===== src/rtl/event_encoder_8to3.sv =====
// Sequential 8-to-3 priority encoder: captures event pulses into a pending
// set and serialises them as binary indices over a valid/ready handshake,
// highest index first.
module event_encoder_8to3 #(
    parameter int N_IN   = 8,
    parameter int CODE_W = 3
) (
    input  logic              clk,
    input  logic              rst,
    input  logic [N_IN-1:0]   in,
    output logic [CODE_W-1:0] out_code,
    output logic              out_valid,
    input  logic              out_ready,
    output logic [N_IN-1:0]   pending,
    output logic              overflow
);

    typedef enum logic {IDLE = 1'b0, VALID = 1'b1} state_t;

    state_t              state_q, state_d;
    logic [CODE_W-1:0]   code_q, code_d;
    logic [N_IN-1:0]     pending_q, pending_d;
    logic                overflow_q, overflow_d;

    logic [CODE_W-1:0]   sel;
    logic [N_IN-1:0]     sel_mask;
    logic [N_IN-1:0]     clr_mask;
    logic                load;

    // Highest set index of pending; ascending scan so the top bit wins.
    always_comb begin
        sel = '0;
        for (int i = 0; i < N_IN; i++) begin
            if (pending_q[i]) sel = CODE_W'(i);
        end
        sel_mask = N_IN'(1) << sel;
    end

    // Next-state, load decision, pending merge and overflow detection.
    always_comb begin
        state_d = state_q;
        code_d  = code_q;
        load    = 1'b0;
        case (state_q)
            IDLE: begin
                if (pending_q != '0) begin
                    load    = 1'b1;
                    state_d = VALID;
                end
            end
            VALID: begin
                if (out_ready) begin
                    if (pending_q != '0) load = 1'b1;
                    else                 state_d = IDLE;
                end
            end
            default: state_d = IDLE;
        endcase
        if (load) code_d = sel;
        clr_mask   = load ? sel_mask : '0;
        // A new pulse on a bit being cleared this edge re-arms it; only a
        // pulse landing on a bit that stays set is a lost event.
        pending_d  = (pending_q & ~clr_mask) | in;
        overflow_d = overflow_q | (|(in & pending_q & ~clr_mask));
    end

    // State registers with synchronous active-high reset.
    always_ff @(posedge clk) begin
        if (rst) begin
            state_q    <= IDLE;
            code_q     <= '0;
            pending_q  <= '0;
            overflow_q <= 1'b0;
        end else begin
            state_q    <= state_d;
            code_q     <= code_d;
            pending_q  <= pending_d;
            overflow_q <= overflow_d;
        end
    end

    assign out_code  = code_q;
    assign out_valid = (state_q == VALID);
    assign pending   = pending_q;
    assign overflow  = overflow_q;

endmodule


===== config.mk =====
export PLATFORM = sky130hd
export DESIGN_NAME = event_encoder_8to3
export DESIGN_NICKNAME = d
export VERILOG_FILES = /design/src/rtl/event_encoder_8to3.sv
export SDC_FILE = /design/constraint.sdc
export NUM_CORES = 1
export LEC_CHECK = 0
export BUFFER_PORTS_ARGS = -buffer_cell sky130_fd_sc_hd__clkbuf_2
export CORE_UTILIZATION = 44
export DETAILED_ROUTE_END_ITERATION = 8
export MAX_ROUTING_LAYER = met4
export PLACE_DENSITY = 0.78
export SLEW_MARGIN = 5
export SYNTH_ARGS = -nofsm -noshare
export SYNTH_HDL_FRONTEND = slang
export SYNTH_SLANG_ARGS = --single-unit
export TNS_END_PERCENT = 10

===== constraint.sdc =====
create_clock -name clk -period 1.69 [get_ports clk]
set_clock_uncertainty 0.15 [all_clocks]
set_input_delay 0.338 -clock clk [delete_from_list [all_inputs] [get_ports clk]]
set_output_delay 0.338 -clock clk [all_outputs]
set_load 0.03 [all_outputs]

==> flow_summary.ini <==
[logic_synthesis]
synth_edf_count = 0
synth_top_area_share_pct = 44.26
yosys-top-cells-area = dfxtp_1 (44%), a21oi_1 (8.5%), nor2_1 (5.7%)
yosysTopAreaCell = dfxtp_1
synthMuxAreaShare_pct = 0
async_reset_ff_share_pct = 0
synth_ff_type = dfxtp_1
synth-seq-cells = 13
ys_warn_count = 0
synth_compound_area_share_pct = 27.87
synthAdderAreaFrac_pct = 0
ys_types = 24
synth_top_family_by_area = compound AO/OA/AOI/OAI gates
synth_nets = 79
syn_inst = 68
synthSimpleGateAreaFrac_pct = 24.04
yosys.area_share.xor_xnor_pct = 0
netlist_area_um2 = 588.1
syn_area_per_cell_um2 = 8.648
yosysSeqAreaShare_pct = 44.26

[global_routing]
overflow = 0
track_usage_pct = 20.97
grt_pass1_wl_mm = 2.097
grt_max_degree = 14
antenna_found_initial = 0
grt_pass1_vias = 489

[power]
power_density_nw_per_um2 = 992.8
seq_power_share_pct = 49.4
power_leakage_nw = 0.3439
comb_power_share_pct = 24.2
p_sw_mw = 0.2493
totalPowerFinal_mw = 0.7379
p_clk_share_pct = 26.4
switching_share_pct = 33.78
intPower_mw = 0.4886
ir_drop_mv = 0.5448

[sta]
setup_tns_ns = 0
fin_hold_ws_ns = 0.1285
hold_viol = 0
finalMaxSlewViolations = 0
maxSlewHeadroom_pct = 73.68
setup-violations-final = 0
tightest_slew_ns = 0.3916
min_period_ns = 1.588
rsz0062_at_grt = no
fmax_ghz = 0.6298
period_share_pct = 93.95

[run]
cap_violations = 0

[clock_tree]
postCtsHoldBufs = 0
ctsHtreeMaxLevel = 1
cts.sinks = 13
clk_latency_ns = 0.28
post_cts_buffers = 0
cts_buffers = 3
cts_max_path_buffers = 2
cts_root_buffer = clkbuf_4
cts_resized = 0
cts_tree = yes
clk_pin_slew_worst_paths_ns = 0.09

[hold_path]
holdPathEnd = pending[5]
hold_start = in[5]
hold_path_class = in2reg
hold_depth = 3

[cells_and_area]
multi_input_area_um2 = 305.3
regArea_um2 = 260.3
final_nets = 106
final_common_cell = clkbuf_2
antenna_cells = 0
final_area_um2 = 743.2
drive_above_1_share_pct = 31.91
fillCellCount = 103
layout_common_cells = clkbuf_2 (23), dfxtp_1 (13), a21oi_1 (10)
area_growth_syn_to_layout_pct = 26.38

[critical_path]
cp_max_fo = 6
cp.required_ns = 1.68
critPathArrivalTime_ns = 1.58
r2r-start = pending[4]
end_kind = flop
timing.reg2reg.setup_slack_ns = 0.10
start_kind = flop
r2r_end = overflow
rr_worst_depth = 4
crit_type = reg2reg
critPathLaunch = pending[4]

[detailed_routing]
num_vias = 598
ant_nets = 0
drt_iter0_drc = 12
viasPerCell = 5.537
drt_first_pass_iters = 4
drc = 0
totalWireLength_mm = 1.325
post_drt_wl_per_cell_um = 12.27

[floorplanning]
die_area_um2 = 1487
placement_rows = 12
start_util_pct = 50.21
die_height_um = 38.56
fp.dieW_um = 38.56
core-area_um2 = 1171
num_io_pins = 24

[placement]
place.gp.congestion = 0.8605
io_buffers = 23
place_area_um2 = 716.9
hpwl_um = 978

[outcome]
status = finished, final reports clean
area by class of cell:
cell class,count,share of cell area (%)
tap,14,2.357
multi-input combinational,49,41.08
sequential,13,35.02
clock buffer,4,3.535
timing repair buffer,23,15.49
inverter,5,2.525
per-stage QoR:
| stage | cells | worst slack (ns) | util [%] |
|---|---|---|---|
| floorplan | 68 | 0.1734 | - |
| detailed placement | 104 | 0.1693 | 61.22 |
| global placement | 104 | 0.2248 | 61.22 |
| CTS | 108 | 0.1292 | 63.46 |
| finish | 108 | 0.1022 | 63.46 |
| global route | 108 | 0.07617 | 63.46 |
layer usage:
layer / GRT usage, % / vias up / part of all wire [%]
met5: - / - / 0
met3: 3.488 / 4 / 6.3
met2: 32.08 / 30 / 45
li1: - / 299 / -
met1: 27.70 / 265 / 48
met4: 7.759 / 0 / 0.75
cell families after synthesis:
kind of cell	count (synthesis)
compound gates	25
simple gates	24
flops	13
buf+inv	6
worst max-delay path, cell delays in order, from the launching register on:
cell,delay (ns)
dfxtp_1,0.38
nor4_4,0.43
nand3_2,0.14
a32oi_1,0.22
a41oi_1,0.13
sequential cells by signal, indices dropped and copies added (netlist names):
register   cells
pending        8
out_code       3
overflow       1
out_valid      1
worst max path at each step:
| stage | to | slack (ns) |
|---|---|---|
| 5_1_grt | pending[2] | 0.08 |
| 2_1_floorplan | overflow | 0.17 |
| 3_3_place_gp | overflow | 0.22 |
| 4_1_cts | overflow | 0.13 |
| 3_5_place_dp | overflow | 0.17 |
| 6_report | overflow | 0.10 |
power groups by stage:
| stage | Combinational, mW | Sequential, mW | Clock (mW) |
|---|---|---|---|
| floorplan | 0.0732 | 0.419 | 0 |
| global placement | 0.176 | 0.371 | 0 |
| detailed placement | 0.177 | 0.372 | 0 |
| CTS | 0.179 | 0.364 | 0.194 |
| global route | 0.195 | 0.370 | 0.206 |
| finish | 0.179 | 0.365 | 0.194 |
synthesized netlist by cell type (2+ instances only):
cell      count
a311oi_1      2
nor2_1        9
nand3_1       3
nand2_1       3
a21oi_1      10
inv_1         5
dfxtp_1      13
nand2b_1      3
a22o_1        2
o21ai_0       4
Note: power is estimated with default switching activity, not from simulation.
